===== src/rtl/spi_ram_pkg.sv =====
// -----------------------------------------------------------------------------
// spi_ram_pkg
//   Shared types and constants for the SPI-attached 256x8 RAM target.
//   - state_e      : framing FSM states of spi_ram_slave
//   - CMD_*        : 2-bit command codes carried in rx_data[9:8]
//   - DEFAULT_*    : default memory geometry
//   - RX_BITS / RX_LAST : length of the command/data word shifted per frame
//   - TX_BITS      : number of MISO clocks per read-data frame
// -----------------------------------------------------------------------------
package spi_ram_pkg;

    localparam int DEFAULT_MEM_DEPTH = 256;
    localparam int DEFAULT_ADDR_SIZE = 8;

    // A frame carries 10 bits after the select bit: 2 command bits + 8 payload.
    localparam logic [3:0] RX_BITS = 4'd10;
    localparam logic [3:0] RX_LAST = 4'd9;

    // Read data is serialized as one byte, MSB first.
    localparam logic [3:0] TX_BITS = 4'd8;

    localparam logic [1:0] CMD_WR_ADDR = 2'b00;
    localparam logic [1:0] CMD_WR_DATA = 2'b01;
    localparam logic [1:0] CMD_RD_ADDR = 2'b10;
    localparam logic [1:0] CMD_RD_DATA = 2'b11;

    typedef enum logic [2:0] {
        IDLE      = 3'd0,
        CHK_CMD   = 3'd1,
        WRITE     = 3'd2,
        READ_ADD  = 3'd3,
        READ_DATA = 3'd4
    } state_e;

endpackage


===== src/rtl/spi_ram.sv =====
// -----------------------------------------------------------------------------
// spi_ram
//   Single-port RAM with a 10-bit command/data interface. Each rx_valid pulse
//   delivers one word: din[9:8] selects the command, din[7:0] the payload.
//     00 : latch write address
//     01 : write payload to mem[write address]
//     10 : latch read address
//     11 : load mem[read address] into dout, pulse tx_valid for one cycle
//   Addresses never auto-increment. Memory contents are not reset.
//
// Ports
//   clk      in   system clock
//   rst      in   synchronous active-high reset (address regs, dout, tx_valid)
//   din      in   [9:0] command/data word
//   rx_valid in   one-cycle strobe qualifying din
//   dout     out  [7:0] read data
//   tx_valid out  one-cycle strobe, dout freshly loaded
// -----------------------------------------------------------------------------
module spi_ram
    import spi_ram_pkg::*;
#(
    parameter int MEM_DEPTH = DEFAULT_MEM_DEPTH,
    parameter int ADDR_SIZE = DEFAULT_ADDR_SIZE
) (
    input  logic       clk,
    input  logic       rst,
    input  logic [9:0] din,
    input  logic       rx_valid,
    output logic [7:0] dout,
    output logic       tx_valid
);

    logic [7:0]           mem [MEM_DEPTH];
    logic [ADDR_SIZE-1:0] wr_addr;
    logic [ADDR_SIZE-1:0] rd_addr;
    logic [1:0]           cmd;
    logic [ADDR_SIZE-1:0] payload_addr;
    logic                 mem_we;

    assign cmd          = din[9:8];
    assign payload_addr = din[ADDR_SIZE-1:0];
    // Reset wins over a coincident write strobe.
    assign mem_we       = !rst && rx_valid && (cmd == CMD_WR_DATA);

    // Address/output registers (reset).
    always_ff @(posedge clk) begin
        if (rst) begin
            wr_addr  <= '0;
            rd_addr  <= '0;
            dout     <= '0;
            tx_valid <= 1'b0;
        end else begin
            tx_valid <= 1'b0;
            if (rx_valid) begin
                case (cmd)
                    CMD_WR_ADDR: wr_addr <= payload_addr;
                    CMD_WR_DATA: ;
                    CMD_RD_ADDR: rd_addr <= payload_addr;
                    CMD_RD_DATA: begin
                        dout     <= mem[rd_addr];
                        tx_valid <= 1'b1;
                    end
                    default: ;
                endcase
            end
        end
    end

    // Storage array: deliberately has no reset so contents survive rst.
    always_ff @(posedge clk) begin
        if (mem_we) begin
            mem[wr_addr] <= din[7:0];
        end
    end

endmodule


===== src/rtl/spi_ram_slave.sv =====
// -----------------------------------------------------------------------------
// spi_ram_slave
//   SPI mode-0 slave (MSB first, sampled on the system clock) fronting a
//   256x8 RAM. A frame is: SS_n low, one select bit, then 10 bits shifted into
//   rx_data. When the 10th bit arrives rx_valid pulses and the RAM decodes
//   rx_data[9:8]. A read-data word makes the RAM pulse tx_valid; the byte is
//   then returned on MISO MSB first, one bit per clock, while SS_n stays low.
//
//   The select bit only steers the FSM; the RAM acts on rx_data[9:8] alone.
//   rd_addr_flag alternates the select=1 path between READ_ADD and READ_DATA:
//   set when a READ_ADD frame completes, cleared when a READ_DATA frame does.
//
//   Handshake: rx_valid and tx_valid are single-cycle strobes with no ready;
//   the consumer must act on the cycle they are high.
//
//   SS_n high forces IDLE on the next edge, clears the bit counter and shift
//   register and drives MISO to 0. An aborted frame never raises rx_valid.
//   Bits after the 10th in a frame are ignored until SS_n returns high.
//
// Ports
//   clk   in   system clock; MOSI/SS_n sampled and MISO updated on rising edge
//   rst   in   synchronous active-high reset, priority over SS_n
//   MOSI  in   serial data in
//   SS_n  in   active-low slave select
//   MISO  out  serial read data; 0 whenever not shifting a byte out
// -----------------------------------------------------------------------------
module spi_ram_slave
    import spi_ram_pkg::*;
#(
    parameter int MEM_DEPTH = DEFAULT_MEM_DEPTH,
    parameter int ADDR_SIZE = DEFAULT_ADDR_SIZE
) (
    input  logic clk,
    input  logic rst,
    input  logic MOSI,
    input  logic SS_n,
    output logic MISO
);

    state_e     state;
    state_e     next_state;

    logic [3:0] bit_cnt;
    logic [9:0] rx_data;
    logic       rx_valid;
    logic       rd_addr_flag;

    logic [7:0] tx_data;
    logic       tx_valid;
    logic [7:0] tx_shift;
    logic [3:0] tx_cnt;

    logic       in_frame_body;
    logic       shift_en;
    logic       last_bit;

    assign in_frame_body = (state == WRITE) || (state == READ_ADD) ||
                           (state == READ_DATA);
    // Stop shifting once 10 bits are in; extra bits are dropped.
    assign shift_en      = in_frame_body && !SS_n && (bit_cnt != RX_BITS);
    assign last_bit      = shift_en && (bit_cnt == RX_LAST);

    // ---------------------------------------------------------------------
    // Framing FSM
    // ---------------------------------------------------------------------
    always_ff @(posedge clk) begin
        if (rst) begin
            state <= IDLE;
        end else begin
            state <= next_state;
        end
    end

    always_comb begin
        next_state = state;
        case (state)
            IDLE: begin
                if (!SS_n) next_state = CHK_CMD;
            end
            CHK_CMD: begin
                if (SS_n)               next_state = IDLE;
                else if (!MOSI)         next_state = WRITE;
                else if (!rd_addr_flag) next_state = READ_ADD;
                else                    next_state = READ_DATA;
            end
            WRITE, READ_ADD, READ_DATA: begin
                if (SS_n) next_state = IDLE;
            end
            default: next_state = IDLE;
        endcase
    end

    // ---------------------------------------------------------------------
    // Receive shifter, bit counter, rx_valid strobe, read-path flag
    // ---------------------------------------------------------------------
    always_ff @(posedge clk) begin
        if (rst) begin
            bit_cnt      <= '0;
            rx_data      <= '0;
            rx_valid     <= 1'b0;
            rd_addr_flag <= 1'b0;
        end else begin
            rx_valid <= last_bit;

            if (SS_n || (state == IDLE)) begin
                bit_cnt <= '0;
                rx_data <= '0;
            end else if (shift_en) begin
                bit_cnt <= bit_cnt + 4'd1;
                rx_data <= {rx_data[8:0], MOSI};
            end

            // Only completed frames move the flag; aborts leave it alone.
            if (last_bit && (state == READ_ADD)) begin
                rd_addr_flag <= 1'b1;
            end else if (last_bit && (state == READ_DATA)) begin
                rd_addr_flag <= 1'b0;
            end
        end
    end

    // ---------------------------------------------------------------------
    // Transmit serializer. The byte is captured on the tx_valid cycle and
    // MISO starts with bit 7 on the following edge, so MISO is purely
    // registered and the first data bit lags tx_valid by one clock.
    // ---------------------------------------------------------------------
    always_ff @(posedge clk) begin
        if (rst || SS_n) begin
            tx_shift <= '0;
            tx_cnt   <= '0;
            MISO     <= 1'b0;
        end else if (tx_valid) begin
            tx_shift <= tx_data;
            tx_cnt   <= TX_BITS;
            MISO     <= 1'b0;
        end else if (tx_cnt != 4'd0) begin
            MISO     <= tx_shift[7];
            tx_shift <= {tx_shift[6:0], 1'b0};
            tx_cnt   <= tx_cnt - 4'd1;
        end else begin
            MISO     <= 1'b0;
        end
    end

    // ---------------------------------------------------------------------
    // Memory
    // ---------------------------------------------------------------------
    spi_ram #(
        .MEM_DEPTH (MEM_DEPTH),
        .ADDR_SIZE (ADDR_SIZE)
    ) u_ram (
        .clk      (clk),
        .rst      (rst),
        .din      (rx_data),
        .rx_valid (rx_valid),
        .dout     (tx_data),
        .tx_valid (tx_valid)
    );

endmodule


===== config.mk =====
export PLATFORM = sky130hd
export DESIGN_NAME = spi_ram_slave
export DESIGN_NICKNAME = d
export VERILOG_FILES = /design/src/rtl/spi_ram_pkg.sv /design/src/rtl/spi_ram.sv /design/src/rtl/spi_ram_slave.sv
export SDC_FILE = /design/constraint.sdc
export NUM_CORES = 2
export LEC_CHECK = 0
export CORE_MARGIN = 5
export CORE_UTILIZATION = 45
export DETAILED_ROUTE_END_ITERATION = 7
export GPL_ROUTABILITY_DRIVEN = 0
export GPL_TIMING_DRIVEN = 1
export PLACE_DENSITY_LB_ADDON = 0.1
export SLEW_MARGIN = 5
export SYNTH_ARGS = -nofsm -noshare
export SYNTH_HDL_FRONTEND = slang
export SYNTH_HIERARCHICAL = 1
export SYNTH_SLANG_ARGS = --single-unit
export TNS_END_PERCENT = 5

===== constraint.sdc =====
create_clock -name clk -period 5.5 [get_ports clk]
set_input_delay 1.1 -clock clk [delete_from_list [all_inputs] [get_ports clk]]
set_output_delay 1.1 -clock clk [all_outputs]
set_load 0.01 [all_outputs]

==> summary.md <==
| Metric | Value |
|---|---|
| Post-synth EDFFs | `2048` |
| Top cells by count, synth | `edfxtp_1 (2048), mux4_2 (416), nor2_1 (296), mux2i_1 (243), nand2_1 (103)` |
| Hold Buf Count CTS | `0` |
| YS warnings | `6` |
| Post-CTS sizing | `0` |
| CP startpoint kind | `flop` |
| Number of global-route vias before repair | `41300` |
| Layout area overhead | `12.1%` |
| Layout Nets | `4196` |
| Tcrit/Tclk final | `0.768` |
| CTS max path bufs | `3` |
| Root Driver | `clkbuf_16` |
| First-pass GRT wire length | `326000 um` |
| WL per Instance | `34.4 um` |
| F_max | `0.237 GHz` |
| Flop and latch count out of synthesis | `2105` |
| Slew headroom | `0.0936` |
| Final worst setup slack | `1.28 ns` |
| CP max FO | `52` |
| Later-pin clock latency in the skew report | `0.85 ns` |
| Area leader, netlist | `edfxtp_1` |
| Worst Tran Pin Value | `1.35 ns` |
| Post-CTS setup buffer count | `0` |
| Cell variety after synth | `73` |
| R2R setup slack | `1.28 ns` |
| Most common cell in the netlist | `edfxtp_1` |
| # setup viols final | `0` |
| Die Ht | `438 um` |
| DP Wirelength | `146000 um` |
| Final Hold Fails | `0` |
| Worst vdd ir | `0.274 mV` |
| Setup_tns | `0 ns` |
| IO Pins | `5` |
| Post-Syn Instances | `4047` |
| TritonCTS Buffers | `218` |
| DR iter-0 viols | `4834` |
| Drt pass-1 iters | `5` |
| CP cell instances | `buf_12 -> buf_4 -> mux4_2 -> mux4_2 -> o211ai_1 -> nor4_1 -> a221o_1` |
| LEAKAGE | `25.0 nW` |
| Syn Nets | `4056` |
| CTS tree | `built` |
| Hold WS | `0.479 ns` |
| Via/cell ratio | `6.18` |
| CTS HTree Levels | `4` |
| Clk sink count | `2105` |
| Final min period | `4.22 ns` |
| IO buf count | `4` |
| Initial core utilization | `0.451` |
| Grt total ovfl | `0` |
| Async set or reset register ratio after synthesis | `0` |
| Max incr delay on CP | `0.96 ns` |
| Status | `complete, no violations` |
| Die X | `438 um` |
| Syn Std Cell Area | `82400 sq um` |
| Max-cap violations | `0` |
| Power Density | `344 nW/um^2` |
| CTS clk-pin slew, worst paths | `0.06 ns` |
| Drt total wl | `232000 um` |
| Crit-path most repeated cell | `mux4_2` |
| DR vias | `41800` |
| Mean area per synthesized cell | `20.4 sq um` |
| Post-synthesis sequential area ratio | `0.761` |
| Die Area | `192000 sq um` |
| Layout Skew | `0.0334 ns` |
| Core area | `182000 sq um` |
| Unrepaired setup endpoints after global routing | `no` |
| WS Path Type | `flop to flop` |
| Synth top area share | `0.747` |
| Initial antenna violation count | `11` |
| Worst Setup End Kind | `flop` |
| Total track usage | `0.241` |
| Share of cells above drive strength 1 | `0.217` |
| Largest net degree at the start of global routing | `179` |
| Row Count | `157` |
| CP Data Arrival Time | `4.96 ns` |
| Hold Path Class | `flop to flop` |
| Place WS | `0.742 ns` |
| Req. time, crit path | `6.24 ns` |
| Antenna-violating nets left | `0` |
| Drc violations | `0` |
| Main synth FF type | `edfxtp_1` |
| Largest cells by area after synthesis | `edfxtp_1 (75%), mux4_2 (11%), mux2i_1 (3.0%)` |
| Max Slew Vio Count | `0` |
| # fillers | `14600` |
| CP max stage cell | `dfxtp_4` |
-- logic make-up (layout without fill, tap and decap cells) --
logic type / Yosys count / in the layout / share of synthesized area
flip-flops: 2105 / 2105 / 0.761
multiplexers: 698 / 698 / 0.153
AND/OR/NAND/NOR: 617 / 617 / 0.0344
AO/OA/AOI/OAI: 358 / 358 / 0.0307
buffers and inverters: 262 / 587 / 0.0207
adder cells (fa/ha/maj): 5 / 5 / 0.000760
XOR/XNOR: 2 / 2 / 0.000213
other: 0 / 4 / 0
-- cells in the final DEF (no fill, tap or decap), types with 36 or more instances in the layout --
cell / synthesis / routed
nand3_1: 68 / 68
mux2i_1: 243 / 243
clkbuf_16: 0 / 222
clkbuf_1: 102 / 48
dfxtp_1: 57 / 45
o22ai_1: 79 / 79
o221ai_1: 36 / 36
clkinv_1: 0 / 53
edfxtp_1: 2048 / 2048
nand2_1: 103 / 102
a22oi_1: 39 / 39
nor2_1: 296 / 294
buf_4: 20 / 144
a21oi_1: 60 / 60
mux4_2: 416 / 416
clkinv_2: 0 / 46
-- power breakdown --
| group | internal (W) | switching, W | leakage (nW) |
|---|---|---|---|
| logic | 0.0000556 | 0.0000775 | 4.59 |
| clock network | 0.00818 | 0.00613 | 3.40 |
| registers | 0.0173 | 0.00000895 | 17.0 |
-- per-layer routing --
| layer | wire, um | vias up | track usage |
|---|---|---|---|
| li1 | - | 17100 | - |
| met1 | 99400 | 22600 | 0.352 |
| met2 | 109000 | 1667 | 0.377 |
| met3 | 16800 | 351 | 0.0441 |
| met4 | 6690 | 8 | 0.0694 |
| met5 | 56 | - | 0 |
-- through the flow --
step	cell area, sq um	instances	total power, W	utilization
floorplan	82400	4047	0.0178	-
global placement	85400	6352	0.0178	0.468
detailed placement	85400	6352	0.0178	0.468
CTS	92300	6757	0.0321	0.506
global route	92300	6757	0.0328	0.506
finish	92300	6761	0.0318	0.506
-- area by class of cell --
type	instances	area (sq um)	share of cell area
clock inverters	132	1150	0.0125
well taps	2385	2980	0.0323
repair buffers	170	1560	0.0169
flip-flops and latches	2105	62700	0.679
multi-input cells	1680	18100	0.196
inverters	12	50.0	0.000542
clock buffers	273	5780	0.0626
diodes	4	10.0	0.000108
-- path summary, 6_finish.rpt --
| path | start | to | cells past startpoint |
|---|---|---|---|
| worst max-delay path | u_ram/rd_addr[0] | u_ram/dout[0] | 7 |
| worst min-delay path | u_ram/dout[2] | u_ram/dout[2] | 2 |
| worst max register to register | u_ram/rd_addr[0] | u_ram/dout[0] | 7 |
| worst min register to register | u_ram/dout[2] | u_ram/dout[2] | 2 |
-- state kept, by name (all words and copies together), names as in the netlist --
signal and count:
MISO 1, bit_cnt 4, rd_addr_flag 1, rx_data 10
rx_valid 1, state 3, tx_cnt 4, tx_shift 8
u_ram/dout 8, u_ram/mem 2048, u_ram/rd_addr 8, u_ram/tx_valid 1
u_ram/wr_addr 8
-- critical path: cells and delay by family, from the launching register on --
kind | cells | cell delay (ns)
flops | 1 | 0.96
mux | 2 | 1.12
compound gates | 2 | 0.85
simple gates | 1 | 0.26
buf+inv | 2 | 0.81
(Power assumes the default switching activity.)
